--- src/rtl/alu.sv ---
// Single-cycle ALU: the operation result is formed combinationally from the
// operands and opcode, then captured into a result register on every clock.
module alu #(
    parameter int DATAWIDTH = 32
) (
    input  logic                 clk_i,
    input  logic                 rst_ni,
    input  logic [DATAWIDTH-1:0] a_i,
    input  logic [DATAWIDTH-1:0] b_i,
    input  logic [3:0]           opcode_i,
    output logic [DATAWIDTH-1:0] out_o
);

    localparam logic [3:0] OP_NOP  = 4'd0;
    localparam logic [3:0] OP_ADD  = 4'd1;
    localparam logic [3:0] OP_LW   = 4'd2;
    localparam logic [3:0] OP_SW   = 4'd3;
    localparam logic [3:0] OP_SUB  = 4'd4;
    localparam logic [3:0] OP_MUL  = 4'd5;
    localparam logic [3:0] OP_DIV  = 4'd6;
    localparam logic [3:0] OP_AND  = 4'd7;
    localparam logic [3:0] OP_OR   = 4'd8;
    localparam logic [3:0] OP_XOR  = 4'd9;
    localparam logic [3:0] OP_JMP  = 4'd10;
    localparam logic [3:0] OP_BEQ  = 4'd11;
    localparam logic [3:0] OP_BGT  = 4'd12;
    localparam logic [3:0] OP_BGE  = 4'd13;
    localparam logic [3:0] OP_ADDI = 4'd14;

    logic [DATAWIDTH-1:0] sum;
    logic [DATAWIDTH-1:0] diff;
    logic [DATAWIDTH-1:0] prod;
    logic [DATAWIDTH-1:0] quot;
    logic [DATAWIDTH-1:0] out_d;
    logic [DATAWIDTH-1:0] out_q;

    // Unrolled restoring division; one trial subtraction per quotient bit.
    function automatic logic [DATAWIDTH-1:0] udiv(
        input logic [DATAWIDTH-1:0] num,
        input logic [DATAWIDTH-1:0] den
    );
        logic [DATAWIDTH:0]   rem;
        logic [DATAWIDTH-1:0] q;
        rem = '0;
        q   = '0;
        for (int i = DATAWIDTH - 1; i >= 0; i--) begin
            rem = {rem[DATAWIDTH-1:0], num[i]};
            if (rem >= {1'b0, den}) begin
                rem  = rem - {1'b0, den};
                q[i] = 1'b1;
            end
        end
        return q;
    endfunction

    assign sum  = a_i + b_i;
    assign diff = a_i - b_i;
    assign prod = a_i * b_i;
    assign quot = udiv(a_i, b_i);

    // Address/branch-target opcodes all share the adder.
    always_comb begin
        out_d = '0;
        unique case (opcode_i)
            OP_NOP:  out_d = '0;
            OP_ADD, OP_LW, OP_SW, OP_JMP,
            OP_BEQ, OP_BGT, OP_BGE, OP_ADDI:
                     out_d = sum;
            OP_SUB:  out_d = diff;
            OP_MUL:  out_d = prod;
            OP_DIV:  out_d = (b_i == '0) ? '1 : quot;
            OP_AND:  out_d = a_i & b_i;
            OP_OR:   out_d = a_i | b_i;
            OP_XOR:  out_d = a_i ^ b_i;
            default: out_d = '0;
        endcase
    end

    always_ff @(posedge clk_i or negedge rst_ni) begin
        if (!rst_ni) begin
            out_q <= '0;
        end else begin
            out_q <= out_d;
        end
    end

    assign out_o = out_q;

endmodule

--- config.mk ---
export PLATFORM = sky130hd
export DESIGN_NAME = alu
export DESIGN_NICKNAME = d
export VERILOG_FILES = /design/src/rtl/alu.sv
export SDC_FILE = /design/constraint.sdc
export NUM_CORES = 2
export LEC_CHECK = 0
export ABC_CLOCK_PERIOD_IN_PS = 800
export CORE_MARGIN = 2
export CORE_UTILIZATION = 60
export CTS_BUF_LIST = sky130_fd_sc_hd__clkbuf_16
export DETAILED_ROUTE_END_ITERATION = 7
export GPL_ROUTABILITY_DRIVEN = 0
export PLACE_DENSITY = 0.78
export SETUP_SLACK_MARGIN = 0.02
export SLEW_MARGIN = 20
export SYNTH_ARGS = -nofsm -noshare
export SYNTH_HDL_FRONTEND = slang
export SYNTH_SLANG_ARGS = --single-unit
--- constraint.sdc ---
create_clock -name clk_i -period 0.8 [get_ports clk_i]
set_input_delay 0.16 -clock clk_i [delete_from_list [all_inputs] [get_ports clk_i]]
set_output_delay 0.16 -clock clk_i [all_outputs]
set_load 0.01 [all_outputs]
==> flow_summary_export.csv, run 1 <==
group,metric,value,unit
synth,synth_async_sr_flop_share,100,%
clocking,cts_buffer_depth,2,
global_routing,grt_pass1_wl,1040,mm
synth,synthFlopType,"dfrtp_1",
floorplanning,fp.dieH,364,µm
placed_design,hpwlAfterDp,310,mm
synth,yosysWarnings,0,
synth,synth_edf_count,0,
synth,synth_top_family_by_area,"adder cells",
synth,synth_seq_cells,32,
clocking,cts_sinks,32,
global_routing,grt_pass1_vias,151000,
floorplanning,chipWidth,364,µm
synth,synth-simple-area-share,19.5,%
global_routing,grt_overflow,11800,
clocking,cts_root_buf,"clkbuf_16",
global_routing,grt_max_degree,77,
synth,synth_cells,10500,
floorplanning,rows,132,
clocking,numCtsBuffers,5,
run_status,stop_stage,"5_1_grt",
global_routing,grt_usage,104,%
synth,syn_avg_cell_area,7.38,µm²
placed_design,io_buffers,101,
run_status,status,"did not finish",
synth,yosysSeqAreaShare,1.03,%
synth,synth.distinct_cells,116,
synth,syn-num-nets,12300,
synth,muxShareOfSynthArea,11.4,%
clocking,htree_levels,2,
synth,synth_fa_ha_area_share,31.3,%
synth,syn-cell-area,77900,µm²
floorplanning,top_level_ports,102,
floorplanning,start_util,60.3,%
placed_design,post-place-cells,15400,
run_status,error_line,"[ERROR GRT-0116] Global routing finished with congestion. Check the congestion regions in the DRC Viewer.",
synth,synthXorXnorAreaFrac,7.68,%
synth,synth_compound_area_share,22.5,%
[through the flow]
step	TNS (ps)	hold slack [ps]	instance area [µm²]	setup slack [ps]
3_3_place_gp	-1662100	157	107000	-114700
2_1_floorplan	-1703170	-136	80500	-116720
3_5_place_dp	-1772880	163	107000	-122600
4_1_cts	-1642000	333	114000	-116170
[Yosys cell counts, drive strengths merged (22+ instances only)]
master	n	share of area, %
ha	1243	20
nand2	1148	5.5
inv	1085	5.2
nor2	1032	5.0
o21ai	666	4.3
mux2	644	9.3
a21oi	579	3.7
xnor2	444	5.0
fa	439	11
a21o	342	3.3
a21boi	311	3.0
xor2	239	2.7
nand4	187	1.5
clkbuf	181	0.87
nand3	161	1.0
mux2i	160	2.1
nor3	158	1.0
nor2b	141	1.1
nand2b	125	1.0
o21a	109	1.1
buf	84	0.49
a211oi	82	0.84
a31oi	69	0.55
and3	69	0.55
o21bai	66	0.64
nor4	65	0.56
and2	63	0.51
a221oi	58	0.70
o211ai	55	0.57
or3	54	0.43
o31ai	53	0.51
or2	42	0.34
dfrtp	32	1.0
o2111ai	29	0.33
a211o	28	0.31
and4	22	0.25
[routing by layer]
layer,overflow,track usage [%]
met1,740,93.1
met2,8278,128
met3,516,89.3
met4,2239,111
met5,65,77.2
[kinds of logic after synthesis]
logic type / Yosys count
simple gates: 3328
mux: 804
xor+xnor: 683
flops: 32
compound gates: 2666
fa+ha+maj: 1682
buf+inv: 1354
[repair_timing]
action                                  CTS
buffers inserted                        681
hold endpoints to repair                 32
endpoints found under the setup margin   64
hold buffers                              1
cloned                                    8
pin swaps                               363
resized for setup                       617
==> run 2: changes to the inputs <==
--- a/config.mk
+++ b/config.mk
@@ -7,12 +7,10 @@
 export LEC_CHECK = 0
 export ABC_CLOCK_PERIOD_IN_PS = 800
 export CORE_MARGIN = 2
-export CORE_UTILIZATION = 60
-export CTS_BUF_LIST = sky130_fd_sc_hd__clkbuf_16
+export CORE_UTILIZATION = 40
 export DETAILED_ROUTE_END_ITERATION = 7
 export GPL_ROUTABILITY_DRIVEN = 0
-export PLACE_DENSITY = 0.78
-export SETUP_SLACK_MARGIN = 0.02
+export PLACE_DENSITY_LB_ADDON = 0.15
 export SLEW_MARGIN = 20
 export SYNTH_ARGS = -nofsm -noshare
 export SYNTH_HDL_FRONTEND = slang
==> run 2 against run 1 <==
The flow now finishes, with violations (negative setup slack). Synthesized area is the same. Synthesized cell count unchanged.
==> flow_summary_export.csv, run 2 <==
group,metric,value,unit
synth,syn_avg_cell_area,7.38,µm²
global_routing,grt_overflow,0,
pwr,vdd_ir_drop_max,6.11,mV
synth,synth_area_leader_cell,"ha_1",
route,wl_per_cell,23.1,µm
job,cap_violations,0,
global_routing,antenna_found_initial,20,
floorplanning,fp.dieH,445,µm
clocking,htree_levels,2,
route,drt_pass1_iterations,8,
global_routing,grt_usage,37.6,%
timing,fin_crit,118540,ps
cells_and_area,syn_to_final_growth,52.7,%
floorplanning,chipWidth,445,µm
synth,ys_top_cells_by_area,"ha_1 (20%), fa_1 (11%), mux2_2 (8.8%)",
cells_and_area,fillers,16700,
worst_setup_path,cp_max_fo,20,
floorplanning,start_util,40.3,%
worst_setup_path,crit_type,"in2reg",
timing,setup_viol,64,
worst_setup_path,max_stage_delay,550,ps
timing,hold_ws,336,ps
cells_and_area,largest_reg_flops,32,
floorplanning,top_level_ports,102,
clocking,cts_sinks,32,
timing,worst_slew_pin_slew,1010,ps
cells_and_area,final_cell_mix,"buf_4 (4042), ha_1 (1145), nand2_1 (1118), inv_1 (1029), nor2_1 (999)",
placed_design,io_buffers,101,
synth,synth_compound_area_share,22.5,%
placed_design,hpwlAfterDp,303,mm
worst_setup_path,worst_setup_path_end_kind,"register",
timing,slew_headroom,31.5,%
route,viasPerCell,5.78,
synth,synth_edf_count,0,
clocking,numCtsBuffers,5,
worst_setup_path,worst_ep_arrival_time,118770,ps
route,dr_total_vias,99000,
global_routing,grt_max_degree,34,
run_status,status,"finished, violations left",
synth,synth.distinct_cells,116,
pwr,power_density,3060,nW/µm²
route,ant_nets,0,
synth,synthXorXnorAreaFrac,7.68,%
cells_and_area,drive_gt1_share,39.7,%
timing,hold_viol,0,
synth,yosysMostFrequentCell,"ha_1",
route,drc,0,
worst_setup_path,crit_path_start_kind,"input port",
synth,yosysTopAreaCellShare,20.0,%
synth,yosysSeqAreaShare,1.03,%
synth,synth_fa_ha_area_share,31.3,%
clocking,cts_buffer_depth,2,
global_routing,grt_pass1_vias,97200,
synth,synth_top_family_by_area,"adder cells",
route,wl,395,mm
timing,clock.fmax,8.44,MHz
synth,synthFlopType,"dfrtp_1",
clocking,cts_tree,"yes",
synth,syn-cell-area,77900,µm²
synth,synth_cells,10500,
clocking,cts.clk_slew.worst_paths,100,ps
route,drt_iter0_markers,8977,
worst_setup_path,cp_data_required_time,1030,ps
timing,slew_viol_final,0,
floorplanning,core,193000,µm²
synth,yosysWarnings,0,
synth,synth_seq_cells,32,
placed_design,post-place-cells,16400,
clocking,cts_root_buf,"clkbuf_16",
synth,syn-num-nets,12300,
synth,synth_commonest_cells,"ha_1 (1243), nand2_1 (1147), inv_1 (1082)",
cells_and_area,num-nets-final,16300,
timing,fin_crit_sh,14800,%
worst_setup_path,cp_slowest_cell,"clkdlybuf4s50_1",
synth,muxShareOfSynthArea,11.4,%
timing,fin_ws,-117740,ps
cells_and_area,layout_commonest_cell,"buf_4",
synth,synth-simple-area-share,19.5,%
cells_and_area,final_cells,17100,
timing,rsz0062_at_grt,"yes",
floorplanning,rows,161,
run_status,violations,"negative setup slack",
hold_path,hp-class,"in2async",
worst_setup_path,path_common_cell,"buf_4",
synth,synth_async_sr_flop_share,100,%
pwr,leakage,61.9,nW
global_routing,grt_pass1_wl,575,mm
floorplanning,dieArea,198000,µm²
==> run 2: cell counts after synthesis <==
Identical to the previous run, type by type.
==> run 2: logic make-up after synthesis <==
group           Yosys count
simple gates           3328
compound gates         2666
mux                     804
flops                    32
xor+xnor                683
buf+inv                1354
fa+ha+maj              1682
==> run 2: power by group <==
| group | internal, mW | total, mW | switching (mW) |
|---|---|---|---|
| sequential | 2.23 | 2.62 | 0.391 |
| combinational | 181 | 359 | 178 |
| clock | 1.48 | 2.68 | 1.20 |
==> run 2: final cells by class <==
cell class                 instances  area, µm²  share of cell area (%)
antenna                           16       40.0                  0.0337
clock buffer                       6        129                   0.108
clock inverter                     2       35.0                  0.0295
inverter                        1089       4120                    3.46
multi-input combinational       9167      77300                    65.0
sequential                        32        803                   0.676
tap                             2526       3160                    2.66
timing repair buffer            4278      33300                    28.0
==> run 2: repair_timing <==
item	CTS	global route
hold buffers	1	0
endpoints found under the setup margin	64	64
pin swaps	259	440
gates resized for setup	412	656
setup buffers	547	154
hold endpoints to repair	32	0
gates cloned	6	5
==> run 2: worst max-delay path by stage <==
stage	from	endpoint	slack, ps	depth (start not counted)
after global placement	b_i[15]	out_o[0]	-117490	709
final	b_i[30]	out_o[0]	-117740	1117
after floorplan	b_i[14]	out_o[0]	-116720	1167
after detailed placement	b_i[15]	out_o[0]	-120880	699
after CTS	b_i[8]	out_o[0]	-116160	1124
after global routing	b_i[30]	out_o[0]	-122670	1120
==> run 2: worst max-delay path: cells and delay by family <==
| family | cells | cell delay (ps) |
|---|---|---|
| AOI/OAI and AO/OA | 533 | 81120 |
| and+or+nand+nor | 114 | 18400 |
| buffers and inverters | 397 | 50500 |
| muxes | 29 | 7790 |
| adders and majority gates | 39 | 9720 |
| xor gates and xnor gates | 5 | 700 |
==> run 2: layer usage <==
layer,wire length [µm],GRT usage [%],vias up
met5,142,0,-
met4,35900,26.9,22
met3,38200,7.83,1607
met2,169000,58.9,4930
met1,152000,45.8,47000
li1,-,-,45400
==> run 2: per-stage QoR <==
step / total power, mW / util (%) / setup slack (ps) / cell area [µm²] / TNS, ps
global route: 385 / 61.6 / -122670 / 119000 / -1745470
global placement: 338 / 56.5 / -117490 / 109000 / -1710920
detailed placement: 343 / 56.5 / -120880 / 109000 / -1756280
floorplan: 219 / - / -116720 / 80500 / -1703170
finish: 364 / 61.6 / -117740 / 119000 / -1683910
CTS: 353 / 59.6 / -116160 / 115000 / -1654870
Note: power is estimated with default switching activity, not from simulation.
